<file path="config.mk">
export PLATFORM = sky130hd
export DESIGN_NAME = mul_iterative_u32
export DESIGN_NICKNAME = d
export VERILOG_FILES = /design/src/rtl/mul_pkg.sv /design/src/rtl/mul_step_adder.sv /design/src/rtl/mul_iterative_u32.sv
export SDC_FILE = /design/constraint.sdc
export NUM_CORES = 1
export LEC_CHECK = 0
export ABC_AREA = 1
export CAP_MARGIN = 40
export CELL_PAD_IN_SITES_DETAIL_PLACEMENT = 2
export CELL_PAD_IN_SITES_GLOBAL_PLACEMENT = 2
export CORE_ASPECT_RATIO = 0.5
export CORE_MARGIN = 4
export CORE_UTILIZATION = 31
export CTS_CLUSTER_DIAMETER = 60
export DETAILED_ROUTE_END_ITERATION = 6
export PLACE_DENSITY_LB_ADDON = 0.1
export SYNTH_ARGS = -nofsm -noshare
export SYNTH_HDL_FRONTEND = slang
export SYNTH_HIERARCHICAL = 1
export SYNTH_SLANG_ARGS = --single-unit
export TNS_END_PERCENT = 10
</file>
<file path="constraint.sdc">
create_clock -name i_clk -period 24.9 [get_ports i_clk]
set_input_delay 6.225 -clock i_clk [delete_from_list [all_inputs] [get_ports i_clk]]
set_output_delay 6.225 -clock i_clk [all_outputs]
set_load 0.01 [all_outputs]
</file>
<file path="src/rtl/mul_pkg.sv">
// rtl/mul_pkg.sv - shared types and widths for the iterative unsigned multiplier
package mul_pkg;

   localparam int MUL_WIDTH = 32;
   localparam int PW        = 2 * MUL_WIDTH;
   localparam int SAW       = 2 * MUL_WIDTH - 1;

   typedef enum logic [1:0] {
      MUL_IDLE = 2'd0,
      MUL_RUN  = 2'd1,
      MUL_DONE = 2'd2
   } mul_state_e;

endpackage

</file>
<file path="src/rtl/mul_step_adder.sv">
// rtl/mul_step_adder.sv - SAW-bit unsigned ripple-carry adder, carry-out on the top bit
module mul_step_adder #(
   parameter int SAW = mul_pkg::SAW
) (
   input  logic [SAW-1:0] i_a,
   input  logic [SAW-1:0] i_b,
   output logic [SAW:0]   o_sum
);

   logic w_carry;

   always_comb begin
      w_carry = 1'b0;
      o_sum   = '0;
      for (int i = 0; i < SAW; i++) begin
         o_sum[i] = i_a[i] ^ i_b[i] ^ w_carry;
         w_carry  = (i_a[i] & i_b[i]) | (w_carry & (i_a[i] ^ i_b[i]));
      end
      o_sum[SAW] = w_carry;
   end

endmodule

</file>
<file path="src/rtl/mul_iterative_u32.sv">
// rtl/mul_iterative_u32.sv - shift-and-add multiplier, one multiplier bit per cycle
module mul_iterative_u32
   import mul_pkg::*;
#(
   parameter int WIDTH      = MUL_WIDTH,
   parameter bit EARLY_TERM = 1'b0
) (
   input  logic                 i_clk,
   input  logic                 i_rst_n,
   input  logic                 i_in_valid,
   output logic                 o_in_ready,
   input  logic [WIDTH-1:0]     i_op_a,
   input  logic [WIDTH-1:0]     i_op_b,
   output logic                 o_out_valid,
   input  logic                 i_out_ready,
   output logic [2*WIDTH-1:0]   o_product,
   output logic                 o_busy
);

   localparam int P  = (PW / MUL_WIDTH) * WIDTH;
   localparam int SA = P - 1;
   localparam int SW = (WIDTH > 1) ? $clog2(WIDTH) : 1;
   localparam logic [SW-1:0] LAST_STEP = SW'(WIDTH - 1);

   mul_state_e       r_state;
   logic [SA-1:0]    r_mcand;
   logic [WIDTH-1:0] r_mplier;
   logic [P-1:0]     r_acc;
   logic [SW-1:0]    r_step;
   logic             r_in_ready;
   logic             r_out_valid;
   logic             r_busy;
   logic [P-1:0]     r_product;

   logic [SA-1:0]    w_addend;
   logic [P-1:0]     w_sum;
   logic [WIDTH-1:0] w_mplier_next;
   logic             w_last;

   assign w_addend      = r_mplier[0] ? r_mcand : '0;
   assign w_mplier_next = r_mplier >> 1;
   assign w_last        = (r_step == LAST_STEP) || (EARLY_TERM && (w_mplier_next == '0));

   // acc bit P-1 comes only from the carry; the product never exceeds P bits
   mul_step_adder #(.SAW(SA)) u_step_adder (
      .i_a   (r_acc[SA-1:0]),
      .i_b   (w_addend),
      .o_sum (w_sum)
   );

   always_ff @(posedge i_clk or negedge i_rst_n) begin
      if (!i_rst_n) begin
         r_state     <= MUL_IDLE;
         r_mcand     <= '0;
         r_mplier    <= '0;
         r_acc       <= '0;
         r_step      <= '0;
         r_in_ready  <= 1'b1;
         r_out_valid <= 1'b0;
         r_busy      <= 1'b0;
         r_product   <= '0;
      end else begin
         case (r_state)
            MUL_IDLE: begin
               if (i_in_valid) begin
                  r_mcand    <= {{(SA-WIDTH){1'b0}}, i_op_a};
                  r_mplier   <= i_op_b;
                  r_acc      <= '0;
                  r_step     <= '0;
                  r_in_ready <= 1'b0;
                  r_busy     <= 1'b1;
                  r_state    <= MUL_RUN;
               end
            end
            MUL_RUN: begin
               r_acc    <= w_sum;
               r_mcand  <= r_mcand << 1;
               r_mplier <= w_mplier_next;
               r_step   <= r_step + 1'b1;
               if (w_last) begin
                  r_product   <= w_sum;
                  r_out_valid <= 1'b1;
                  r_state     <= MUL_DONE;
               end
            end
            MUL_DONE: begin
               if (i_out_ready) begin
                  r_out_valid <= 1'b0;
                  r_in_ready  <= 1'b1;
                  r_busy      <= 1'b0;
                  r_state     <= MUL_IDLE;
               end
            end
            default: begin
               r_state     <= MUL_IDLE;
               r_in_ready  <= 1'b1;
               r_out_valid <= 1'b0;
               r_busy      <= 1'b0;
            end
         endcase
      end
   end

   assign o_in_ready  = r_in_ready;
   assign o_out_valid = r_out_valid;
   assign o_busy      = r_busy;
   assign o_product   = r_product;

endmodule

</file>
==> flow_summary_export.csv, run 1 <==
group,metric,value,unit
floorplan,dieWidth,275,um
power_and_ir_drop,clkPwrFrac,25.0,%
sta,setup_viol,0,
synthesis,postSynthNetCount,1321,
synthesis,synth_area,11000,um^2
sta,fin_skew,24.3,ps
floorplan,start_util,31.7,%
sta,fin_crit,24180,ps
floorplan,coreArea,34800,um^2
route,routed_via_density,4.76,
grt,use_met2,29.7,%
synthesis,synth-edff-count,0,
floorplan,die_h,141,um
grt,grt_pass1_wl,51.0,mm
route,drt_iter0_drc,296,
worst_setup_path,critical_path_class,"flip-flop to flip-flop",
grt,grt_overflow,0,
grt,grt_use_met3,2.74,%
sta,clock.fmax,41.4,MHz
route,routedWlPerCell,16.7,um
place,dp.cells,1734,
worst_setup_path,max_stage_delay,420,ps
worst_setup_path,crit_arrival,24640,ps
cts,cts.sinks,232,
floorplan,dieArea,38800,um^2
power_and_ir_drop,p_comb_share,33.9,%
sta,hold_viol,0,
synthesis,syn_avg_cell_area,9.27,um^2
worst_setup_path,cp.required,25360,ps
power_and_ir_drop,p_per_area,112,nW/um^2
cells_and_area,num-nets-final,1418,
synthesis,ys.flop_type,"dfrtp_1",
sta,worst_pin_slew,856,ps
floorplan,io-pin-count,135,
synthesis,synth.distinct_cells,21,
synthesis,async_flop_share,100,%
power_and_ir_drop,intPower,0.000968,W
grt,first_global_vias,9734,
cts,cts_tree,"built",
worst_setup_path,crit_slowest_cell,"dfrtp_2",
synthesis,seq_area_frac_synth,52.7,%
grt,gr-max-usage-layer,"met2",
cells_and_area,stdcell_count,1778,
synthesis,synth.most_common_cell,"nand2_1",
sta,fin_crit_sh,97.1,%
sta,rsz0062_at_grt,"false",
worst_setup_path,endpoint_kind,"flip-flop",
flow_run,maxCapViolCount,0,
cts,ctsResizeCount,18,
synthesis,ys_top_cells_by_area,"dfrtp_1 (52%), fa_1 (11%), nand2_1 (9.4%)",
worst_setup_path,critPathMaxFanout,3,
power_and_ir_drop,swShare,36.5,%
synthesis,yosys-top-cells-count,"nand2_1 (276), dfrtp_1 (231), nand3_1 (199)",
synthesis,synth_top_area_share,52.5,%
route,wl,29.7,mm
floorplan,rows,48,
cts,cts_setup_buffers,0,
cts,clkLatencyLatePin,540,ps
cts,htree_num_levels,1,
route,drt_pre_antenna_iters,4,
sta,slew_headroom,43.0,%
power_and_ir_drop,p_switching,0.000555,W
route,vias,8469,
power_and_ir_drop,ir_worst_vdd,0.0396,mV
cts,clock_path_buffers,3,
sta,slew_viol_final,0,
route,drc_errors,0,
cts,root_buffer,"clkbuf_16",
synthesis,ys_ff_latch,232,
worst_setup_path,start_kind,"flip-flop",
grt,grt_antenna_before_repair,0,
cells_and_area,drive_gt1_share,6.98,%
cells_and_area,n_antenna_cell,0,
synthesis,yosysTopAreaCell,"dfrtp_1",
place,dpl_cell_area,12800,um^2
cts,cts-buffers-inserted,24,
cts,cts.clk_slew.worst_paths,70,ps
run_status,status,"finished clean",
place,dp_hpwl,19.6,mm
grt,track_usage,15.9,%
synthesis,yosys_warnings,6,
power_and_ir_drop,p_leak,6.57,nW
place,io_buffer_count,134,
place,gp_congestion,0.704,
cts,cts-hold-fix-buffers,0,
route,antenna_left,0,
cells_and_area,areaGrowthSynthToFinish,23.8,%
worst_hold_path,worstHoldPathType,"flip-flop to flip-flop",
synthesis,synthCells,1188,
grt,use_met1,19.9,%
cells_and_area,final_cell_area,13600,um^2
power_and_ir_drop,pwr-share-seq,41.1,%
cells_and_area,fin_util,39.2,%
grt,grt_max_degree,123,
power by group through the flow:
stage	registers [W]	clock network (W)	logic, W
6_report	0.000626	0.000381	0.000516
5_1_grt	0.000650	0.000416	0.000596
4_1_cts	0.000629	0.000396	0.000532
3_5_place_dp	0.000633	0	0.000524
3_3_place_gp	0.000624	0	0.000494
2_1_floorplan	0.000626	0	0.000306
registers in the layout, indices dropped and copies added (netlist names):
name         flops
o_out_valid      1
o_in_ready       1
o_product       64
r_step           5
r_acc           63
r_mplier        32
o_busy           1
r_state          2
r_mcand         63
per-stage QoR:
stage,hold WS [ps],setup TNS (ps),total power (W),worst slack (ps)
2_1_floorplan,466,0,0.000931,391
3_3_place_gp,462,-1100,0.00112,-458
3_5_place_dp,473,-2090,0.00116,-646
4_1_cts,490,0,0.00156,38.5
5_1_grt,514,0,0.00166,24.0
6_report,482,0,0.00152,717
per-layer routing:
layer,wire [um],vias up
li1,-,3957
met1,12900,4413
met2,15600,73
met3,784,26
met4,376,0
met5,0,-
cell usage in the layout, fill, tap and decap left out, drive strengths merged:
| master | synthesis | layout |
|---|---|---|
| clkdlybuf4s50 | 0 | 133 |
| nand2 | 278 | 278 |
| nand3 | 199 | 199 |
| nand4 | 1 | 1 |
| o21ai | 130 | 130 |
| buf | 56 | 16 |
| a21oi | 1 | 1 |
| fa | 62 | 62 |
| dfrtp | 231 | 231 |
| o22ai | 28 | 28 |
| bufinv | 0 | 3 |
| clkbuf | 22 | 36 |
| nor2 | 8 | 8 |
| clkinv | 0 | 5 |
| ha | 3 | 3 |
| dfstp | 1 | 1 |
| inv | 168 | 168 |
cell families after synthesis:
family / count (synthesis) / share of synthesized area, %
and+or+nand+nor: 486 / 18.9
buffers and inverters: 246 / 9.24
DFF: 232 / 52.7
AOI/OAI and AO/OA: 159 / 7.54
adders and majority gates: 65 / 11.6
final timing paths:
| path | to | startpoint | cells after the start | slack [ps] |
|---|---|---|---|---|
| min reg2reg | o_product[63] | o_product[63] | 2 | 480 |
| max in group asynchronous | r_mplier[0] | i_rst_n | 2 | 17700 |
| max | o_product[62] | r_mplier[0] | 71 | 720 |
| min | o_product[63] | o_product[63] | 2 | 480 |
| min in group asynchronous | o_product[52] | i_rst_n | 1 | 5760 |
| max reg2reg | o_product[62] | r_mplier[0] | 71 | 720 |
critical path, delay by kind of cell (launching register included):
family	cells	cell delay (ps)
simple gates	3	260
fa+ha+maj	63	23100
buf+inv	5	330
flops	1	420
area by class of cell:
| cell class | instances | area (um^2) |
|---|---|---|
| fillers | 3752 | 21100 |
| flip-flops and latches | 232 | 5810 |
| multi-input cells | 710 | 4300 |
| repair buffers | 149 | 1500 |
| clock buffers | 36 | 697 |
| inverters | 168 | 631 |
| well taps | 475 | 594 |
| clock inverters | 8 | 115 |
No activity file was read; power rests on OpenSTA's default activity.
==> run 2, diff against run 1 <==
--- a/config.mk
+++ b/config.mk
@@ -11,9 +11,11 @@
 export CELL_PAD_IN_SITES_GLOBAL_PLACEMENT = 2
 export CORE_ASPECT_RATIO = 0.5
 export CORE_MARGIN = 4
-export CORE_UTILIZATION = 31
+export CORE_UTILIZATION = 36
 export CTS_CLUSTER_DIAMETER = 60
 export DETAILED_ROUTE_END_ITERATION = 6
+export DONT_BUFFER_PORTS = 1
+export GPL_ROUTABILITY_DRIVEN = 0
 export PLACE_DENSITY_LB_ADDON = 0.1
 export SYNTH_ARGS = -nofsm -noshare
 export SYNTH_HDL_FRONTEND = slang
==> run 2 against run 1 <==
Clock power up 4%. Hold slack better by 16 ps. Sequential power up 4.5%. Register-to-register slack about the same. Critical path type unchanged. Critical endpoint unchanged. Largest power group unchanged. Highest routed layer unchanged.
==> flow_summary_export.csv, run 2 (synthesis results as in run 1) <==
group,metric,value,unit
cells_and_area,stdcell_count,1554,
route,vias,7852,
cts,clkLatencyLatePin,520,ps
worst_hold_path,worstHoldPathType,"flip-flop to flip-flop",
route,wl,28.3,mm
worst_setup_path,endpoint_kind,"flip-flop",
cts,htree_num_levels,1,
sta,rsz0062_at_grt,"false",
worst_setup_path,path_common_cell,"fa_2",
grt,track_usage,17.0,%
grt,grt_overflow,0,
worst_setup_path,crit_arrival,24640,ps
floorplan,rows,44,
floorplan,dieArea,33600,um^2
sta,setup_viol,0,
sta,hold_viol,0,
route,routed_via_density,5.05,
cts,cts.sinks,232,
sta,fin_crit,24190,ps
place,io_buffer_count,0,
worst_setup_path,crit_slowest_cell,"dfrtp_2",
power_and_ir_drop,swShare,36.8,%
place,dp_hpwl,18.3,mm
grt,grt_pass1_wl,47.7,mm
route,routedWlPerCell,18.2,um
floorplan,coreArea,29600,um^2
route,drt_pre_antenna_iters,4,
power_and_ir_drop,intPower,0.000918,W
grt,first_global_vias,8819,
floorplan,start_util,37.3,%
floorplan,io-pin-count,135,
cts,cts_setup_buffers,0,
grt,grt_max_degree,233,
cts,cts-buffers-inserted,23,
sta,worst_pin_slew,1020,ps
power_and_ir_drop,p_comb_share,27.9,%
place,dp.cells,1515,
cells_and_area,largest_reg_flops,64,
sta,slew_viol_final,0,
cells_and_area,num-nets-final,1282,
cts,root_buffer,"clkbuf_16",
route,drc_errors,0,
worst_setup_path,max_stage_delay,430,ps
flow_run,maxCapViolCount,0,
power_and_ir_drop,p_per_area,119,nW/um^2
cells_and_area,final_common_cell,"nand2_1",
cells_and_area,drive_gt1_share,8.17,%
place,dpl_cell_area,11300,um^2
power_and_ir_drop,ir_worst_vdd,0.0531,mV
power_and_ir_drop,pwr-share-seq,45.0,%
floorplan,dieWidth,255,um
sta,clock.fmax,41.3,MHz
worst_setup_path,critPathMaxFanout,4,
power_and_ir_drop,p_switching,0.000536,W
cts,cts.clk_slew.worst_paths,70,ps
cells_and_area,final_cell_area,12200,um^2
power_and_ir_drop,p_leak,6.06,nW
power_and_ir_drop,clkPwrFrac,27.2,%
route,drt_iter0_drc,373,
sta,fin_crit_sh,97.1,%
worst_setup_path,cp.required,25360,ps
worst_setup_path,critical_path_class,"flip-flop to flip-flop",
route,antenna_left,0,
cells_and_area,n_antenna_cell,0,
cts,cts_tree,"built",
sta,whs,498,ps
cells_and_area,areaGrowthSynthToFinish,11.1,%
floorplan,die_h,132,um
cells_and_area,mostFrequentLayoutCells,"nand2_1 (275), dfrtp_1 (230), nand3_1 (199), inv_1 (165), o21ai_1 (117)",
cts,clock_path_buffers,3,
grt,grt_antenna_before_repair,0,
sta,slew_headroom,31.9,%
worst_setup_path,start_kind,"flip-flop",
run_status,status,"finished clean",
sta,fin_skew,9.43,ps
## run 2: cell types whose count changed in the layout (fill, tap and decap cells not counted), sizes merged
cell	change
buf	-2
bufinv	+3
clkbuf	-6
clkdlybuf4s50	-133
clkinv	-4
clkinvlp	+2
## run 2: final cells by class
cell class                      instances  area, um^2
Inverter                              168         631
Multi-Input combinational cell        710        4310
Fill cell                            3171       17300
Clock inverter                          9         200
Sequential cell                       232        5810
Tap cell                              391         489
Timing Repair Buffer                   14         153
Clock buffer                           30         642
## run 2: routing by layer
layer  wire, um  global-route usage (%)  part of all wire, %  vias to the layer above
li1           -                       -                    -                     3679
met1      12600                    22.2                   45                     4050
met2      14300                    30.0                   51                       90
met3        946                    3.33                  3.3                       33
met4        425                    2.69                  1.5                        0
met5          0                       0                    0                        -
## run 2: worst paths after layout
path                              startpoint  cells after the start             to  slack, ps
worst max register to register   r_mplier[0]                     71  o_product[62]        710
max in group asynchronous            i_rst_n                      0    r_mplier[0]      18600
worst max-delay path             r_mplier[0]                     71  o_product[62]        710
worst min register to register  r_mplier[27]                      2   r_mplier[26]        500
min in group asynchronous            i_rst_n                      0  o_product[57]       5400
worst min-delay path            r_mplier[27]                      2   r_mplier[26]        500
## run 2: critical path: cells and delay by family, from the launching register on
family | cells | cell delay [ps]
buffers and inverters | 5 | 330
and+or+nand+nor | 3 | 270
DFF | 1 | 430
adders and majority gates | 63 | 23070
## run 2: stage by stage
| stage | utilization, % | setup slack (ps) | total power (W) | TNS [ps] |
|---|---|---|---|---|
| 6_report | 41.4 | 715 | 0.00145 | 0 |
| 5_1_grt | 41.4 | 35.9 | 0.00158 | 0 |
| 3_3_place_gp | 38.0 | -414 | 0.00103 | -928 |
| 2_1_floorplan | - | 391 | 0.000931 | 0 |
| 3_5_place_dp | 38.2 | -1020 | 0.00107 | -3980 |
| 4_1_cts | 41.3 | 18.6 | 0.00148 | 0 |
## run 2: power by group through the flow
stage                     Sequential, W  Combinational, W  Clock (W)
after floorplan                0.000626          0.000306          0
after global placement         0.000653          0.000375          0
after detailed placement       0.000660          0.000408          0
after CTS                      0.000657          0.000417   0.000408
after global routing           0.000676          0.000479   0.000426
final                          0.000654          0.000405   0.000395
## run 2: what timing repair did
action	4_1_cts	5_1_grt
endpoints found under the setup margin	8	5
gates cloned	0	0
resized for setup	24	13
hold buffers	0	0
pin swaps	0	1
==> patch: new RTL, settings of run 2 <==
Change the package constant `MUL_WIDTH` from 32 to 64.
--- a/src/rtl/mul_pkg.sv
+++ b/src/rtl/mul_pkg.sv
@@ -1,7 +1,7 @@
 // rtl/mul_pkg.sv - shared types and widths for the iterative unsigned multiplier
 package mul_pkg;
 
-   localparam int MUL_WIDTH = 32;
+   localparam int MUL_WIDTH = 64;
    localparam int PW        = 2 * MUL_WIDTH;
    localparam int SAW       = 2 * MUL_WIDTH - 1;
 
Interface: changed (resized i_op_a, i_op_b and o_product); port bits go from 135 to 263. No check against the original RTL was run, so the function may have changed too.
==> patch against run 2 <==
The run now ends with max-slew violations, negative setup slack left; cell area up 100%; sequential cell count up 225; sequential power up 77%; sequential share of layout area down 1.5 points; routed wire length up 120%; worst setup slack worse by 21 ns; clock power up 79%; power up 90%; global-route usage up 2.1 points; die area up 95%; clock skew up 0.016 ns; synthesized area up 100%; critical path type unchanged; critical endpoint is now o_product[126].
==> patch: results (changes against run 2) <==
Outcome
  – Status: complete, but fails checks (was finished clean)
  – Violated checks: max-slew violations, negative setup slack

Route
  – Initial DRC Count: 858 (was 373)
  – WL per Instance: 18.7 um (was 18.2 um)
  – Via count: 16,594 (was 7,852)

Timing
  – Clock Skew: 0.0252 ns (was 0.00943 ns)
  – # setup viols final: 119 (was 0)
  – Worst-Margin Slew: 2.77 ns (was 1.02 ns)
  – Pins Over Slew Limit: 336 (was 0)
  – Final worst slack: -20.49 ns (was 0.715 ns)
  – WHS: 0.494 ns (was 0.498 ns)

Clocking
  – Num CTS Buffers: 46 (was 23)
  – H-tree levels: 2 (was 1)
  – Clock Root Buffer: clkbuf_16 (unchanged)
  – Clk Latency, worst-skew pair: 0.58 ns (was 0.52 ns)

Hold path
  – Worst Hold Launch: r_mplier[10] (was r_mplier[27])
  – Hold Path Sink: r_mplier[9] (was r_mplier[26])

Pwr
  – Comb pwr: 886 uW (was 405 uW)
  – Maximum VDD drop: 0.0513 mV (was 0.0531 mV)
  – Power Total: 2760 uW (was 1450 uW)
  – Switching Share: 36.6% (was 36.8%)
  – Power per Cell Area: 111 nW/um^2 (was 119 nW/um^2)
  – P_seq: 1160 uW (was 654 uW)

Worst setup path
  – Register-to-Register Path Depth: 135 (was 71)
  – CP arrival: 45.90 ns (was 24.64 ns)
  – Slowest-stage cell, CP: dfrtp_4 (was dfrtp_2)
  – R2r endpoint: o_product[126] (was o_product[62])
  – Slowest cell delay on critical path: 0.50 ns (was 0.43 ns)

Layout
  – Max reg flops: 128 (was 64)
  – Layout cells sized above 1: 11.9% (was 8.17%)
  – Fill count: 6,546 (was 3,171)
  – Post-Layout Cell Count: 3,279 (was 1,554)

GRT
  – Initial antenna violation count: 1 (was 0)
  – Pin count of the biggest net entering global routing: 458 (was 233)
  – Gr usage total: 19.1% (was 17.0%)
  – Vias in the first global route: 19,076 (was 8,819)
  – First-pass GRT wire length: 103 mm (was 47.7 mm)

Placement
  – DP Cell Count: 3,197 (was 1,515)
  – Area post-placement: 23,400 um^2 (was 11,300 um^2)
  – HPWL after DPL: 38.9 mm (was 18.3 mm)

Yosys
  – Area contributors post-synth: dfrtp_1 52%, nand2_1 15%, nand3_1 12% (was dfrtp_1 52%, fa_1 11%, nand2_1 9.4%)
  – FFs w/ async S/R, synth: 100% (unchanged)
  – Seq/Total Area, Yosys: 51.7% (was 52.7%)
  – Top cells by count, synth: 910 x nand2_1, 513 x nand3_1, 456 x dfrtp_1, 206 x inv_1, 126 x fa_1 (was 276 x nand2_1, 231 x dfrtp_1, 199 x nand3_1, 166 x inv_1, 117 x o21ai_1)
  – Synth Instances: 2,472 (was 1,188)
## patch: logic make-up (layout without fill, tap and decap cells)
family / Yosys count / after routing / synth area share, %
compound gates: 73 / 73 / 2.02
xor+xnor: 1 / 1 / 0.0396
fa+ha+maj: 128 / 128 / 11.5
flops: 457 / 457 / 51.7
simple gates: 1436 / 1436 / 27.4
buf+inv: 377 / 372 / 7.34
## patch: how the worst max path moves through the flow
stage,depth (start not counted),slack (ns),to,from
2_1_floorplan,136,-18.92,o_product[126],r_mplier[0]
6_report,135,-20.49,o_product[126],r_mplier[0]
3_3_place_gp,135,-20.01,o_product[126],r_mplier[0]
5_1_grt,135,-21.36,o_product[126],r_mplier[0]
4_1_cts,135,-20.58,o_product[126],r_mplier[0]
3_5_place_dp,135,-20.31,o_product[126],r_mplier[0]
## patch: final cells by class
cell class	count	share of cell area, %
Clock buffer	75	5.55
Clock inverter	7	0.357
Inverter	208	3.13
Timing Repair Buffer	82	3.02
Multi-Input combinational cell	1638	37.9
Sequential cell	457	45.9
Tap cell	812	4.08
## patch: worst max-delay path: cells and delay by family (launching register included)
family	cells	cell delay, ns
AND/OR/NAND/NOR	3	0.26
adder cells (fa/ha/maj)	127	44.29
buffers and inverters	5	0.27
flip-flops	1	0.50
## patch: timing repair
action	CTS	global route
hold buffers	0	0
gates resized for setup	5	8
pin swaps	91	41
endpoints found under the setup margin	119	121
## patch: routing by layer
metal | routed length, um | up-vias | GRT usage [%]
li1 | - | 7703 | -
met2 | 31400 | 142 | 34.4
met3 | 1840 | 65 | 3.19
met4 | 867 | 2 | 2.86
met5 | 20 | - | 0
met1 | 27200 | 8682 | 24.7
